<file path="config.mk">
export PLATFORM = sky130hd
export DESIGN_NAME = lag_prng_flat
export DESIGN_NICKNAME = d
export VERILOG_FILES = /design/src/rtl/lag_prng_pkg.sv /design/src/rtl/lag_prng_if.sv /design/src/rtl/lag_prng_core.sv /design/src/rtl/lag_prng.sv /design/src/flat_wrapper.sv
export SDC_FILE = /design/constraint.sdc
export NUM_CORES = 1
export LEC_CHECK = 0
export CORE_ASPECT_RATIO = 0.6
export CORE_MARGIN = 2
export CORE_UTILIZATION = 63
export DETAILED_ROUTE_END_ITERATION = 10
export DONT_BUFFER_PORTS = 1
export HOLD_SLACK_MARGIN = 0.08
export PLACE_DENSITY_LB_ADDON = 0.3
export SLEW_MARGIN = 20
export SYNTH_ARGS = -nofsm -noshare
export SYNTH_HDL_FRONTEND = slang
export SYNTH_SLANG_ARGS = --single-unit
</file>
<file path="constraint.sdc">
create_clock -name clock -period 9.85 [get_ports clock]
set_clock_uncertainty 0.05 [all_clocks]
set_input_delay 1.97 -clock clock [delete_from_list [all_inputs] [get_ports clock]]
set_output_delay 1.97 -clock clock [all_outputs]
set_load 0.02 [all_outputs]
</file>
<file path="src/rtl/lag_prng_pkg.sv">
// Shared types and pure helpers for the lagged shift-register word generator.
package lag_prng_pkg;

   // Widest word the helper functions support; wider instances are rejected at elaboration.
   localparam int MAX_W = 64;

   typedef enum logic [1:0] {
      ST_PRIME,
      ST_RUN,
      ST_SEED
   } state_e;

   function automatic logic [MAX_W-1:0] width_mask(input int w);
      logic [MAX_W-1:0] m;
      m = '1;
      if (w < MAX_W) m = (MAX_W'(1) << w) - MAX_W'(1);
      return m;
   endfunction

   // Default seed word i, truncated to w bits: z[0]=364, z[i]=i otherwise.
   function automatic logic [MAX_W-1:0] seed_default(input int i, input int w);
      logic [MAX_W-1:0] v;
      v = (i == 0) ? MAX_W'(364) : MAX_W'(i);
      return v & width_mask(w);
   endfunction

   // Next value of z[N-1]; operands arrive zero-extended so the right shift stays logical.
   function automatic logic [MAX_W-1:0] lag_step(input logic [MAX_W-1:0] z0,
                                                 input logic [MAX_W-1:0] z1,
                                                 input logic [MAX_W-1:0] zn2,
                                                 input int shl,
                                                 input int shr,
                                                 input int w);
      return (zn2 ^ (z1 << shl) ^ (z0 >> shr)) & width_mask(w);
   endfunction

endpackage

</file>
<file path="src/rtl/lag_prng_if.sv">
// Control, seeding and output-stream signals of the generator as one bundle.
interface lag_prng_if #(
   parameter int W     = 32,
   parameter int CNT_W = 32
);
   logic             seed_start;
   logic             seed_valid;
   logic [W-1:0]     seed_data;
   logic             seed_busy;
   logic             out_valid;
   logic             out_ready;
   logic [W-1:0]     out_data;
   logic [W-1:0]     out_tap;
   logic [CNT_W-1:0] gen_count;

   // Generator side.
   modport master (
      input  seed_start, seed_valid, seed_data, out_ready,
      output seed_busy, out_valid, out_data, out_tap, gen_count
   );

   // Consumer / seeding agent side.
   modport slave (
      output seed_start, seed_valid, seed_data, out_ready,
      input  seed_busy, out_valid, out_data, out_tap, gen_count
   );
endinterface

</file>
<file path="src/rtl/lag_prng_core.sv">
// State array z[0..N-1]: recurrence step, serial seed shift and default-seed reload.
module lag_prng_core
   import lag_prng_pkg::*;
#(
   parameter int W   = 32,
   parameter int N   = 4,
   parameter int SHL = W - 1,
   parameter int SHR = 1
) (
   input  logic         clock,
   input  logic         reset,
   input  logic         step_i,
   input  logic         seed_shift_i,
   input  logic         load_default_i,
   input  logic [W-1:0] seed_data_i,
   output logic [W-1:0] z0_o,
   output logic [W-1:0] zlast_o,
   output logic         all_zero_next_o
);

   logic [N-1:0][W-1:0] z_q, z_d;
   logic [W-1:0]        feedback;

   assign feedback = W'(lag_step(MAX_W'(z_q[0]), MAX_W'(z_q[1]), MAX_W'(z_q[N-2]),
                                 SHL, SHR, W));

   // A seed shift this cycle would leave the state all zero.
   assign all_zero_next_o = (seed_data_i == '0) && (z_q[N-1:1] == '0);

   assign z0_o    = z_q[0];
   assign zlast_o = z_q[N-1];

   always_comb begin
      // NOTE: default assignment first so every path assigns z_d and no latch is inferred.
      z_d = z_q;
      if (load_default_i) begin
         for (int i = 0; i < N; i++) z_d[i] = W'(seed_default(i, W));
      end else if (seed_shift_i || step_i) begin
         for (int i = 0; i < N - 1; i++) z_d[i] = z_q[i+1];
         z_d[N-1] = seed_shift_i ? seed_data_i : feedback;
      end
   end

   // NOTE: the state array resets to the default seed, not zero; an all-zero state never leaves zero.
   always_ff @(posedge clock or posedge reset) begin
      if (reset) begin
         for (int i = 0; i < N; i++) z_q[i] <= W'(seed_default(i, W));
      end else begin
         z_q <= z_d;
      end
   end

endmodule

</file>
<file path="src/rtl/lag_prng.sv">
// Lagged shift-register word generator: PRIME/RUN/SEED control, output stream and transfer count.
module lag_prng
   import lag_prng_pkg::*;
#(
   parameter int W     = 32,
   parameter int N     = 4,
   parameter int SHL   = W - 1,
   parameter int SHR   = 1,
   parameter int CNT_W = 32
) (
   input  logic       clock,
   input  logic       reset,
   lag_prng_if.master bus
);

   localparam int CW = $clog2(N) + 1;

   if (N < 3)       begin : g_bad_n   $error("lag_prng: N must be >= 3");        end
   if (W < 2)       begin : g_bad_w   $error("lag_prng: W must be >= 2");        end
   if (W > MAX_W)   begin : g_wide_w  $error("lag_prng: W exceeds MAX_W");       end
   if (SHL >= W)    begin : g_bad_shl $error("lag_prng: SHL must be < W");       end
   if (SHR >= W)    begin : g_bad_shr $error("lag_prng: SHR must be < W");       end

   state_e           state_q, state_d;
   logic             out_valid_q, out_valid_d;
   logic [CW-1:0]    seed_cnt_q, seed_cnt_d;
   logic [W-1:0]     out_data_q, out_tap_q;
   logic [CNT_W-1:0] gen_count_q;

   logic             fire, seed_last;
   logic             step, capture, seed_shift, load_default, gen_inc;
   logic [W-1:0]     z0, zlast;
   logic             all_zero_next;

   lag_prng_core #(.W(W), .N(N), .SHL(SHL), .SHR(SHR)) u_core (
      .clock           (clock),
      .reset           (reset),
      .step_i          (step),
      .seed_shift_i    (seed_shift),
      .load_default_i  (load_default),
      .seed_data_i     (bus.seed_data),
      .z0_o            (z0),
      .zlast_o         (zlast),
      .all_zero_next_o (all_zero_next)
   );

   assign fire      = out_valid_q & bus.out_ready;
   assign seed_last = (seed_cnt_q == CW'(N - 1));

   always_ff @(posedge clock or posedge reset) begin
      if (reset) state_q <= ST_PRIME;
      else       state_q <= state_d;
   end

   always_comb begin
      state_d = state_q;
      unique case (state_q)
         ST_PRIME: state_d = bus.seed_start ? ST_SEED : ST_RUN;
         ST_RUN:   if (bus.seed_start) state_d = ST_SEED;
         ST_SEED:  if (!bus.seed_start && bus.seed_valid && seed_last) state_d = ST_PRIME;
         default:  state_d = ST_PRIME;
      endcase
   end

   // seed_start outranks both a step and a seed word; a fire racing it still counts.
   always_comb begin
      step         = 1'b0;
      capture      = 1'b0;
      seed_shift   = 1'b0;
      load_default = 1'b0;
      gen_inc      = 1'b0;
      out_valid_d  = out_valid_q;
      seed_cnt_d   = seed_cnt_q;
      case (state_q)
         ST_PRIME: begin
            if (!bus.seed_start) begin
               capture     = 1'b1;
               step        = 1'b1;
               out_valid_d = 1'b1;
            end
         end
         ST_RUN: begin
            gen_inc = fire;
            if (bus.seed_start) begin
               out_valid_d = 1'b0;
               seed_cnt_d  = '0;
            end else if (fire) begin
               capture = 1'b1;
               step    = 1'b1;
            end
         end
         ST_SEED: begin
            if (bus.seed_start) begin
               seed_cnt_d = '0;
            end else if (bus.seed_valid) begin
               seed_shift = 1'b1;
               if (seed_last) begin
                  load_default = all_zero_next;
                  seed_cnt_d   = '0;
               end else begin
                  seed_cnt_d = seed_cnt_q + CW'(1);
               end
            end
         end
         default: ;
      endcase
   end

   always_ff @(posedge clock or posedge reset) begin
      if (reset) begin
         out_valid_q <= 1'b0;
         seed_cnt_q  <= '0;
         out_data_q  <= '0;
         out_tap_q   <= '0;
         gen_count_q <= '0;
      end else begin
         out_valid_q <= out_valid_d;
         seed_cnt_q  <= seed_cnt_d;
         if (capture) begin
            out_data_q <= z0;
            out_tap_q  <= zlast;
         end
         if (gen_inc) gen_count_q <= gen_count_q + CNT_W'(1);
      end
   end

   assign bus.seed_busy = (state_q == ST_SEED);
   assign bus.out_valid = out_valid_q;
   assign bus.out_data  = out_data_q;
   assign bus.out_tap   = out_tap_q;
   assign bus.gen_count = gen_count_q;

endmodule

</file>
<file path="src/flat_wrapper.sv">
// flat-port wrapper written by rule: the top's interface ports become plain ports
module lag_prng_flat import lag_prng_pkg::*;
#(
   parameter int W     = 32,
   parameter int N     = 4,
   parameter int SHL   = W - 1,
   parameter int SHR   = 1,
   parameter int CNT_W = 32
)
  (clock, reset, bus_seed_start, bus_seed_valid, bus_seed_data, bus_out_ready, bus_seed_busy, bus_out_valid, bus_out_data, bus_out_tap, bus_gen_count);
  lag_prng_if #(.W(W), .CNT_W(CNT_W)) bus_i ();
  input  logic clock;
  input  logic reset;
  input wire logic [$bits(bus_i.seed_start)-1:0] bus_seed_start;
  input wire logic [$bits(bus_i.seed_valid)-1:0] bus_seed_valid;
  input wire logic [$bits(bus_i.seed_data)-1:0] bus_seed_data;
  input wire logic [$bits(bus_i.out_ready)-1:0] bus_out_ready;
  output wire logic [$bits(bus_i.seed_busy)-1:0] bus_seed_busy;
  output wire logic [$bits(bus_i.out_valid)-1:0] bus_out_valid;
  output wire logic [$bits(bus_i.out_data)-1:0] bus_out_data;
  output wire logic [$bits(bus_i.out_tap)-1:0] bus_out_tap;
  output wire logic [$bits(bus_i.gen_count)-1:0] bus_gen_count;
  assign bus_i.seed_start = bus_seed_start;
  assign bus_i.seed_valid = bus_seed_valid;
  assign bus_i.seed_data = bus_seed_data;
  assign bus_i.out_ready = bus_out_ready;
  assign bus_seed_busy = bus_i.seed_busy;
  assign bus_out_valid = bus_i.out_valid;
  assign bus_out_data = bus_i.out_data;
  assign bus_out_tap = bus_i.out_tap;
  assign bus_gen_count = bus_i.gen_count;
  lag_prng #(.W(W), .N(N), .SHL(SHL), .SHR(SHR), .CNT_W(CNT_W)) u_core (.clock(clock), .reset(reset), .bus(bus_i));
endmodule
</file>
==> impl_metrics.csv <==
group,metric,value,unit
synth,yosys.cell_count.top_type,"dfrtp_1",
timing,worstMarginPinSlew,1030,ps
cells_and_area,finalInstanceArea,10500,sq um
synth,synthTopCellsByCount,"dfrtp_1, nand2_1, mux2_1, mux2_2, o21ai_0",
global_route,grt_pass1_wl,33.3,mm
power,p_leak,4.54,nW
routing,dr.pass1.iters,4,
cells_and_area,n_antenna_cell,0,
run,cap_violations,0,
die,initial_utilization,63.7,%
synth,synthArstFlopShare,100,%
clocking,clockBufferDepth,3,
synth,yosysSeqAreaShare,59.5,%
die,die_h,100,um
clocking,path_clk_slew,60,ps
routing,num_vias,5997,
cells_and_area,nets,790,
timing,holdWs,464,ps
global_route,grt-ovfl-total,0,
routing,first_iter_violations,527,
cells_and_area,drive_gt1_share,15.7,%
placement,dp_hpwl,14.2,mm
global_route,grt_max_degree,143,
global_route,grt_pass1_vias,5921,
power,power_density,335,nW/um^2
clocking,ctsHoldBuffers,0,
setup_path,cp_max_fo,53,
placement,place_area,9820,sq um
routing,wire_per_inst,22.0,um
clocking,htree_levels,1,
placement,dpl.cell_count,931,
synth,ys_ff_latch,230,
synth,ys.flop_type,"dfrtp_1",
cells_and_area,instances_no_fill,968,
min_path,hold_class,"reg -> reg",
setup_path,cp.required,10170,ps
timing,fmax,224,MHz
timing,relSlewSlack,31.3,%
setup_path,worstSetupPathType,"in -> reg",
synth,synth_area_leaders,"dfrtp_1, mux2_1, mux2_2",
timing,final-setup-viol-count,0,
timing,rsz0062_at_grt,"false",
clocking,clk_latency,500,ps
setup_path,critical_path.startpoint_type,"input port",
routing,route.antenna.remaining_nets,0,
cells_and_area,fillCellCount,998,
die,num_rows,35,
clocking,cts-resized-gates,0,
clocking,cts_buffers,21,
die,ios,135,
synth,synth.distinct_cells,37,
synth,synth.top_cell.area_share,57.1,%
global_route,grt.total_usage,26.4,%
die,dieArea,16400,sq um
timing,hold_viol,0,
synth,syn_area_per_cell,12.8,sq um
routing,drc_errors,0,
setup_path,worstPathArrival,4790,ps
timing,fin_crit,4470,ps
synth,yosys_warnings,0,
timing,fin_setup_tns,0,ps
synth,syn_inst,758,
timing,post-route-period-util,45.4,%
routing,drt_wl_total,21.3,mm
synth,syn_nets,797,
clocking,clock-sinks,230,
synth,synth_area_leader_cell,"dfrtp_1",
die,die_x,164,um
timing,slew_violations,0,
placement,gp_congestion,0.848,
clocking,cts-root-buf,"clkbuf_16",
placement,numPortBuffers,0,
setup_path,cp-end-kind,"flip-flop",
power,total_power,0.00352,W
die,core-area,15200,sq um
clocking,cts_tree,"yes",
routing,via_per_inst,6.20,
global_route,antenna_found_initial,0,
clocking,postCtsSetupRepairBufs,0,
synth,synth_area,9680,sq um
power,ir_drop,0.000159,V
cells_and_area,area_growth,8.48,%
synth,synth_edf_count,0,
status,status,"complete, no violations",
## layout make-up
type                            count  area, sq um  area share (%)
Clock inverter                      6         83.8           0.798
Inverter                            5         26.3           0.250
Timing Repair Buffer                4         33.8           0.322
Multi-Input combinational cell    489         3750            35.7
Clock buffer                       31          593            5.65
Sequential cell                   230         5770            54.9
Tap cell                          203          254            2.42
## through the flow
| stage | worst slack [ps] | util (%) |
|---|---|---|
| final | 5380 | 69.1 |
| after global placement | 5060 | 64.7 |
| after global routing | 5160 | 69.1 |
| after CTS | 5400 | 69.1 |
| after floorplan | 1540 | - |
| after detailed placement | 4960 | 64.7 |
## registers in the layout, summed over array words and instances, names as in the netlist
| signal | flops |
|---|---|
| u_core.bus.gen_count | 32 |
| u_core.bus.out_data | 32 |
| u_core.bus.out_tap | 32 |
| u_core.bus.out_valid | 1 |
| u_core.seed_cnt_q | 3 |
| u_core.state_q | 2 |
| u_core.u_core.z0_o | 32 |
| u_core.u_core.z_q | 64 |
| u_core.u_core.zlast_o | 32 |
## cells in the final DEF (no fill, tap or decap), types with 5 or more instances in the layout
master	n
clkbuf_16	21
xor2_1	12
mux2i_1	7
xnor2_1	49
mux2_2	65
nand4_1	11
nand2_1	90
and3_1	5
clkbuf_1	7
o21ai_0	64
mux2_1	89
and4_1	6
nand3_1	15
nor4_1	32
nor2_1	12
dfstp_2	9
dfrtp_1	221
## logic make-up after synthesis
logic type | share of synthesized area (%)
compound gates | 3.77
xor+xnor | 5.85
fa+ha+maj | 0.258
buf+inv | 1.90
flops | 59.5
mux | 18.6
simple gates | 10.0
## power breakdown
group,switching (W),internal [W],leakage (nW)
registers,0.000581,0.00136,2.86
logic,0.000338,0.000430,1.36
clock network,0.000345,0.000470,0.333
total,0.00126,0.00226,4.54
## worst max-delay path, cell delays in order
cell and delay, ps:
nor2_1 180, a21boi_4 800, or2_4 690, buf_4 720, mux2_1 400
## metal layers
metal	vias to the layer above	GRT usage, %	wire (um)
li1	2665	-	-
met1	3100	40.4	9650
met2	197	37.5	9490
met3	35	7.07	1730
met4	0	7.69	428
met5	-	0	0
## worst paths after layout
| path | depth (start not counted) | endpoint | start | slack, ps |
|---|---|---|---|---|
| min reg2reg | 1 | u_core.u_core.z0_o[0] | u_core.u_core.z0_o[0] | 460 |
| max reg2reg | 5 | u_core.u_core.z_q[68] | u_core.state_q[1] | 6360 |
| min in group asynchronous | 1 | u_core.bus.out_data[23] | reset | 1490 |
| min | 1 | u_core.u_core.z0_o[0] | u_core.u_core.z0_o[0] | 460 |
| max | 5 | u_core.u_core.z_q[68] | bus_seed_start | 5380 |
| max in group asynchronous | 2 | u_core.u_core.z_q[68] | reset | 6950 |
Power figures use the tool's default switching activity.
